**src/rtl/mmacc_row_accumulator_if.sv**
```systemverilog
// mmacc_row_accumulator_if
//   Bundles the two handshakes of the row accumulator.
//   Input side : in_valid/in_ready/in_last/in_row   (partial rows from the datapath)
//   Output side: out_valid/out_ready/out_row/out_chunks/out_forced (finished rows to writeback)
//   modport slave  : view taken by the accumulator
//   modport master : view taken by whoever drives partial rows and consumes results
interface mmacc_row_accumulator_if #(
  parameter int DATA_WIDTH  = 32,
  parameter int CHUNK_WIDTH = 8,
  parameter int ACC_WIDTH   = 72,
  parameter int CNT_WIDTH   = 5
);
  logic                      in_valid;
  logic                      in_ready;
  logic                      in_last;
  logic [DATA_WIDTH*2-1:0]   in_row [0:CHUNK_WIDTH-1];
  logic                      out_valid;
  logic                      out_ready;
  logic [ACC_WIDTH-1:0]      out_row [0:CHUNK_WIDTH-1];
  logic [CNT_WIDTH-1:0]      out_chunks;
  logic                      out_forced;

  modport slave (
    input  in_valid, in_last, in_row, out_ready,
    output in_ready, out_valid, out_row, out_chunks, out_forced
  );

  modport master (
    output in_valid, in_last, in_row, out_ready,
    input  in_ready, out_valid, out_row, out_chunks, out_forced
  );
endinterface

```
**src/rtl/mmacc_row_accumulator.sv**
```systemverilog
// mmacc_row_accumulator
//   Accumulates successive K-chunk partial rows element-wise and presents the
//   finished row on a valid/ready interface. A row completes on in_last or when
//   MAX_CHUNKS chunks have been absorbed (forced flush).
// Ports:
//   clk    : clock, rising edge
//   rst_n  : synchronous active-low reset (highest priority)
//   clear  : synchronous abort, drops any partial or pending row
//   bus    : slave side of mmacc_row_accumulator_if (input and output handshakes)
module mmacc_row_accumulator #(
  parameter int DATA_WIDTH  = 32,
  parameter int CHUNK_WIDTH = 8,
  parameter int ACC_WIDTH   = 72,
  parameter int MAX_CHUNKS  = 16,
  parameter int CNT_WIDTH   = 5
) (
  input  logic                    clk,
  input  logic                    rst_n,
  input  logic                    clear,
  mmacc_row_accumulator_if.slave  bus
);

  typedef enum logic [1:0] {
    IDLE   = 2'd0,
    ACCUM  = 2'd1,
    OUTPUT = 2'd2
  } state_t;

  state_t                 state_reg, state_next;
  logic [ACC_WIDTH-1:0]   acc_reg [0:CHUNK_WIDTH-1];
  logic [ACC_WIDTH-1:0]   acc_next [0:CHUNK_WIDTH-1];
  logic [ACC_WIDTH-1:0]   sum [0:CHUNK_WIDTH-1];
  logic [CNT_WIDTH-1:0]   count_reg, count_next, count_inc;
  logic [ACC_WIDTH-1:0]   out_row_reg [0:CHUNK_WIDTH-1];
  logic [ACC_WIDTH-1:0]   out_row_next [0:CHUNK_WIDTH-1];
  logic [CNT_WIDTH-1:0]   out_chunks_reg, out_chunks_next;
  logic                   out_forced_reg, out_forced_next;
  logic                   in_ready;
  logic                   accept;

  assign in_ready = rst_n & ~clear & (state_reg != OUTPUT);
  assign accept   = bus.in_valid & in_ready;

  // Accumulators are always zero in IDLE, so the same adder serves both the
  // first chunk (acc = in_row) and later chunks (acc += in_row).
  assign count_inc = count_reg + CNT_WIDTH'(1);

  genvar gi;
  generate
    for (gi = 0; gi < CHUNK_WIDTH; gi++) begin : g_elem
      assign sum[gi]         = acc_reg[gi] + ACC_WIDTH'(bus.in_row[gi]);
      assign bus.out_row[gi] = out_row_reg[gi];
    end
  endgenerate

  assign bus.in_ready   = in_ready;
  assign bus.out_valid  = (state_reg == OUTPUT);
  assign bus.out_chunks = out_chunks_reg;
  assign bus.out_forced = out_forced_reg;

  always_comb begin
    state_next      = state_reg;
    acc_next        = acc_reg;
    count_next      = count_reg;
    out_row_next    = out_row_reg;
    out_chunks_next = out_chunks_reg;
    out_forced_next = out_forced_reg;

    case (state_reg)
      IDLE, ACCUM: begin
        if (accept) begin
          acc_next   = sum;
          count_next = count_inc;
          if (bus.in_last || (count_inc == CNT_WIDTH'(MAX_CHUNKS))) begin
            state_next      = OUTPUT;
            out_row_next    = sum;
            out_chunks_next = count_inc;
            // Forced only when the chunk limit, not in_last, closed the row.
            out_forced_next = ~bus.in_last;
          end else begin
            state_next = ACCUM;
          end
        end
      end
      OUTPUT: begin
        if (bus.out_ready) begin
          state_next      = IDLE;
          count_next      = '0;
          out_chunks_next = '0;
          out_forced_next = 1'b0;
          for (int i = 0; i < CHUNK_WIDTH; i++) begin
            acc_next[i]     = '0;
            out_row_next[i] = '0;
          end
        end
      end
      default: state_next = IDLE;
    endcase

    // Abort wins over everything except reset, including an output handshake.
    if (clear) begin
      state_next      = IDLE;
      count_next      = '0;
      out_chunks_next = '0;
      out_forced_next = 1'b0;
      for (int i = 0; i < CHUNK_WIDTH; i++) begin
        acc_next[i]     = '0;
        out_row_next[i] = '0;
      end
    end
  end

  always_ff @(posedge clk) begin
    if (!rst_n) begin
      state_reg      <= IDLE;
      count_reg      <= '0;
      out_chunks_reg <= '0;
      out_forced_reg <= 1'b0;
      for (int i = 0; i < CHUNK_WIDTH; i++) begin
        acc_reg[i]     <= '0;
        out_row_reg[i] <= '0;
      end
    end else begin
      state_reg      <= state_next;
      count_reg      <= count_next;
      out_chunks_reg <= out_chunks_next;
      out_forced_reg <= out_forced_next;
      for (int i = 0; i < CHUNK_WIDTH; i++) begin
        acc_reg[i]     <= acc_next[i];
        out_row_reg[i] <= out_row_next[i];
      end
    end
  end

endmodule

```
**src/flat_wrapper.sv**
```systemverilog
// flat-port wrapper written by rule: the top's interface ports become plain ports
module mmacc_row_accumulator_flat 
#(
  parameter int DATA_WIDTH  = 32,
  parameter int CHUNK_WIDTH = 8,
  parameter int ACC_WIDTH   = 72,
  parameter int MAX_CHUNKS  = 16,
  parameter int CNT_WIDTH   = 5
)
  (clk, rst_n, clear, bus_in_valid, bus_in_last, bus_in_row, bus_out_ready, bus_in_ready, bus_out_valid, bus_out_row, bus_out_chunks, bus_out_forced);
  mmacc_row_accumulator_if #(.DATA_WIDTH(DATA_WIDTH), .CHUNK_WIDTH(CHUNK_WIDTH), .ACC_WIDTH(ACC_WIDTH), .CNT_WIDTH(CNT_WIDTH)) bus_i ();
  input  logic clk;
  input  logic rst_n;
  input  logic clear;
  input wire logic [$bits(bus_i.in_valid)-1:0] bus_in_valid;
  input wire logic [$bits(bus_i.in_last)-1:0] bus_in_last;
  input wire logic [$bits(bus_i.in_row)-1:0] bus_in_row;
  input wire logic [$bits(bus_i.out_ready)-1:0] bus_out_ready;
  output wire logic [$bits(bus_i.in_ready)-1:0] bus_in_ready;
  output wire logic [$bits(bus_i.out_valid)-1:0] bus_out_valid;
  output wire logic [$bits(bus_i.out_row)-1:0] bus_out_row;
  output wire logic [$bits(bus_i.out_chunks)-1:0] bus_out_chunks;
  output wire logic [$bits(bus_i.out_forced)-1:0] bus_out_forced;
  assign bus_i.in_valid = bus_in_valid;
  assign bus_i.in_last = bus_in_last;
  assign bus_i.in_row = {>>{bus_in_row}};
  assign bus_i.out_ready = bus_out_ready;
  assign bus_in_ready = bus_i.in_ready;
  assign bus_out_valid = bus_i.out_valid;
  assign bus_out_row = {>>{bus_i.out_row}};
  assign bus_out_chunks = bus_i.out_chunks;
  assign bus_out_forced = bus_i.out_forced;
  mmacc_row_accumulator #(.DATA_WIDTH(DATA_WIDTH), .CHUNK_WIDTH(CHUNK_WIDTH), .ACC_WIDTH(ACC_WIDTH), .MAX_CHUNKS(MAX_CHUNKS), .CNT_WIDTH(CNT_WIDTH)) u_core (.clk(clk), .rst_n(rst_n), .clear(clear), .bus(bus_i));
endmodule
```
**config.mk**
```make
export PLATFORM = sky130hd
export DESIGN_NAME = mmacc_row_accumulator_flat
export DESIGN_NICKNAME = d
export VERILOG_FILES = /design/src/rtl/mmacc_row_accumulator_if.sv /design/src/rtl/mmacc_row_accumulator.sv /design/src/flat_wrapper.sv
export SDC_FILE = /design/constraint.sdc
export NUM_CORES = 2
export LEC_CHECK = 0
export CORE_AREA = 2 2 432 434
export DETAILED_ROUTE_END_ITERATION = 16
export DIE_AREA = 0 0 434 436
export GPL_ROUTABILITY_DRIVEN = 1
export GPL_TIMING_DRIVEN = 0
export PLACE_DENSITY = 0.63
export RECOVER_POWER = 100
export REMOVE_ABC_BUFFERS = 1
export SYNTH_ARGS = -nofsm -noshare
export SYNTH_HDL_FRONTEND = slang
export SYNTH_SLANG_ARGS = --single-unit
```
**constraint.sdc**
```tcl
create_clock -name clk -period 4.75 [get_ports clk]
set_input_delay 0.95 -clock clk [delete_from_list [all_inputs] [get_ports clk]]
set_output_delay 0.95 -clock clk [all_outputs]
set_load 0.02 [all_outputs]
```
==> summary.txt <==
Global route
  – Grt total ovfl: 0
  – First-pass GRT wire length: 423000 µm
  – Vias in the first global route: 66.8k
  – Initial antenna violation count: 106
  – GRT Util Overall: 0.290
  – Pin count of the biggest net entering global routing: 78

Critical path
  – R2R Path Start: u_core.state_reg[1]
  – CP Max Fanout: 7
  – Cells along the critical path: clkdlybuf4s50_1 > ha_1 > o21a_1 > a21oi_1 > o21ai_0 > a41oi_1 > o41ai_2 > and3_1 > o21ai_1 > o21ba_2 > o21a_1 > or4_1 > nand3_1
  – CP max stage delay: 680 ps
  – CP Class: in -> reg
  – Critical path startpoint: bus_in_row[450]
  – CP startpoint kind: input pin
  – Worst reg2reg setup slack: 260 ps
  – FF-to-FF End: u_core.bus.out_row[145]
  – Worst EP required: 5490 ps
  – Crit path capture type: flip-flop
  – Register-to-Register Path Depth: 12
  – Critical Path Sink: u_core.acc_reg[575]
  – Cell repeated most along the worst path: o21a_1
  – Critical-path top delay cell: o41ai_2
  – CP arrival: 5440 ps

Run
  – Max-cap viol count: 2

Routing
  – Via count: 69.5k
  – Metal-1 WL: 116000 µm
  – Met3 Wirelength: 19600 µm
  – WL/cell: 23.7 µm
  – DR vias/cell: 5.74
  – Drt drc: 0
  – Starting DRC count in detailed routing: 4993
  – Top Metal Used: met5
  – Wirelength, routed: 287000 µm
  – Final ANT Viol Nets: 0
  – Met2 WL: 132000 µm
  – 1st-pass router iterations: 6

Placed design
  – PortBufs: 1101
  – Pre-CTS setup slack: -2540 ps
  – Gp weighted congestion: 0.930
  – Hpwl dp: 218000 µm
  – Placed Area: 83500 µm²

Clocking
  – Clk sinks: 1165
  – H-tree depth: 4
  – Hold Buf Count CTS: 0
  – Clock Latency Late Sink: 830 ps
  – CTS max path bufs: 3
  – CTS buffer count: 145
  – Reg clk slew, reported paths: 60 ps
  – Clock tree from TritonCTS: done
  – Root Buffer Master: clkbuf_16

Synthesis
  – Number of flops mapped to enable cells by yosys: 0
  – Seq cells post-synth: 1165
  – YS warnings: 0
  – Syn avg cell area: 8.03 µm²
  – Syn Inst Count: 8628
  – Post-Syn Area: 69300 µm²
  – Async SR Flop Fraction: 0
  – Synth unique cells: 84
  – Sequential area share after synthesis: 0.337
  – Synth Flop Type: dfxtp_1

Final layout
  – Commonest non-fill, non-tap cell in the layout: dfxtp_1
  – Most frequent cells in the layout: dfxtp_1 (1164), nand2_1 (1146), a21oi_1 (1035), dlygate4sd3_1 (584), nor2_1 (550)
  – Final Cell Area: 88800 µm²
  – Fillers: 18.0k
  – Area occupied by multi-input gates: 43500 µm²
  – Area Growth Syn to Fin: 28.2%
  – Share of post-route cells with drive strength above 1: 0.0459
  – Final net count: 10.5k
  – Register Area: 23300 µm²

Floorplan
  – DIE WIDTH: 434 µm
  – Initial core utilization: 0.375
  – Row count: 158
  – Total I/O pin count: 1102
  – Die area: 189000 µm²
  – Core box area: 185000 µm²
  – Die height: 436 µm

Timing
  – Hold Vio Cnt, Final: 0
  – Final worst slack: 45.0 ps
  – Tmin final: 4700 ps
  – Worst-case headroom to the max-slew limit: -0.182
  – Hold Worst Slack: 448 ps
  – Fin. max-slew vios: 141
  – Final Cycle Share: 0.991
  – # setup viols final: 0
  – Skew final: 47.4 ps
  – Post-Route Setup TNS: 0 ps
  – Actual slew at the worst max-slew pin: 1770 ps
  – Fmax: 213 MHz

Run status
  – Status: finished with violations
  – Failing checks: capacitance limit, slew limit

Power
  – Leak: 37.9 nW
  – Cell Pwr Density: 306 nW/µm²
  – Maximum vdd drop: 259 µV

Hold path
  – Hold Crit Class: reg -> reg
-- cell usage after synthesis (all sizes together), types with 9 or more instances --
| library cell | instances | area (µm²) |
|---|---|---|
| a211o | 9 | 78.8 |
| a211oi | 40 | 300 |
| a21boi | 23 | 173 |
| a21o | 324 | 2430 |
| a21oi | 1036 | 5180 |
| a221o | 20 | 200 |
| a221oi | 24 | 216 |
| a22o | 507 | 4440 |
| a22oi | 71 | 533 |
| a31o | 18 | 158 |
| a31oi | 85 | 532 |
| a32oi | 15 | 131 |
| a41oi | 20 | 175 |
| and2 | 39 | 244 |
| and3 | 71 | 444 |
| and4 | 15 | 131 |
| buf | 24 | 95.1 |
| clkbuf | 537 | 2020 |
| dfxtp | 1165 | 23300 |
| ha | 513 | 6420 |
| inv | 166 | 623 |
| mux2i | 27 | 270 |
| nand2 | 1152 | 4320 |
| nand2b | 40 | 250 |
| nand3 | 297 | 1490 |
| nand4 | 166 | 1040 |
| nor2 | 555 | 2080 |
| nor2b | 55 | 344 |
| nor3 | 129 | 646 |
| nor4 | 30 | 188 |
| o211ai | 38 | 285 |
| o21a | 69 | 518 |
| o21ai | 439 | 2200 |
| o21bai | 105 | 788 |
| o221ai | 11 | 96.3 |
| o22ai | 12 | 75.1 |
| o311ai | 11 | 96.3 |
| o31a | 14 | 123 |
| o31ai | 33 | 253 |
| o41ai | 15 | 165 |
| or2 | 20 | 125 |
| or3 | 49 | 307 |
| or4 | 15 | 113 |
| xnor2 | 297 | 2600 |
| xor2 | 225 | 1970 |
-- cell families (layout without fill, tap and decap cells) --
| logic type | count (synthesis) | count (layout) | synth area share |
|---|---|---|---|
| buf+inv | 727 | 1636 | 0.0395 |
| fa+ha+maj | 521 | 521 | 0.0950 |
| mux | 30 | 30 | 0.00439 |
| simple gates | 2651 | 2656 | 0.172 |
| other cells | 0 | 71 | 0 |
| compound gates | 3012 | 3013 | 0.287 |
| xor+xnor | 522 | 522 | 0.0660 |
| flops | 1165 | 1165 | 0.337 |
-- report_power, final --
group	internal (mW)	leakage (nW)	total, mW	switching [mW]
clock	7.22	2.48	12.0	4.79
sequential	10.1	9.44	10.2	0.175
combinational	1.97	26.0	4.95	2.98
-- cell type report --
cell class / instances / area share
tap: 2480 / 0.0350
sequential: 1165 / 0.263
multi-input combinational: 6742 / 0.490
clock buffer: 201 / 0.0470
inverter: 166 / 0.00734
clock inverter: 64 / 0.0108
timing repair buffer: 1205 / 0.145
antenna: 71 / 0.00200
-- repair_timing --
item,CTS,global route
resized for setup,22,19
cloned,6,0
pin swaps,3,3
setup buffers,5,8
setup endpoints to repair,800,116
-- critical path, delay by kind of cell --
family | cells | cell delay, ps
fa+ha+maj | 1 | 420
compound gates | 8 | 2680
simple gates | 3 | 920
buf+inv | 1 | 480
-- through the flow --
step,instances,total power [mW],util
floorplan,8067,13.6,-
global placement,11648,15.7,0.440
detailed placement,11739,15.4,0.452
CTS,12015,27.4,0.481
global route,12078,28.2,0.481
finish,12094,27.2,0.481
-- routing by layer --
layer / vias up / track usage
met5: - / 0
met1: 33223 / 0.348
met4: 56 / 0.187
met3: 647 / 0.0585
li1: 33106 / -
met2: 2433 / 0.469
-- worst min-delay path by stage --
| stage | start | end | slack [ps] | depth (start not counted) |
|---|---|---|---|---|
| after floorplan | u_core.acc_reg[123] | u_core.acc_reg[123] | 430 | 2 |
| after global placement | u_core.bus.out_row[123] | u_core.bus.out_row[123] | 440 | 2 |
| after detailed placement | u_core.bus.out_row[493] | u_core.bus.out_row[493] | 440 | 2 |
| after CTS | u_core.bus.out_row[376] | u_core.bus.out_row[376] | 450 | 2 |
| after global routing | u_core.bus.out_row[143] | u_core.bus.out_row[143] | 460 | 2 |
| final | u_core.bus.out_row[139] | u_core.bus.out_row[139] | 450 | 2 |
(Power assumes the default switching activity.)
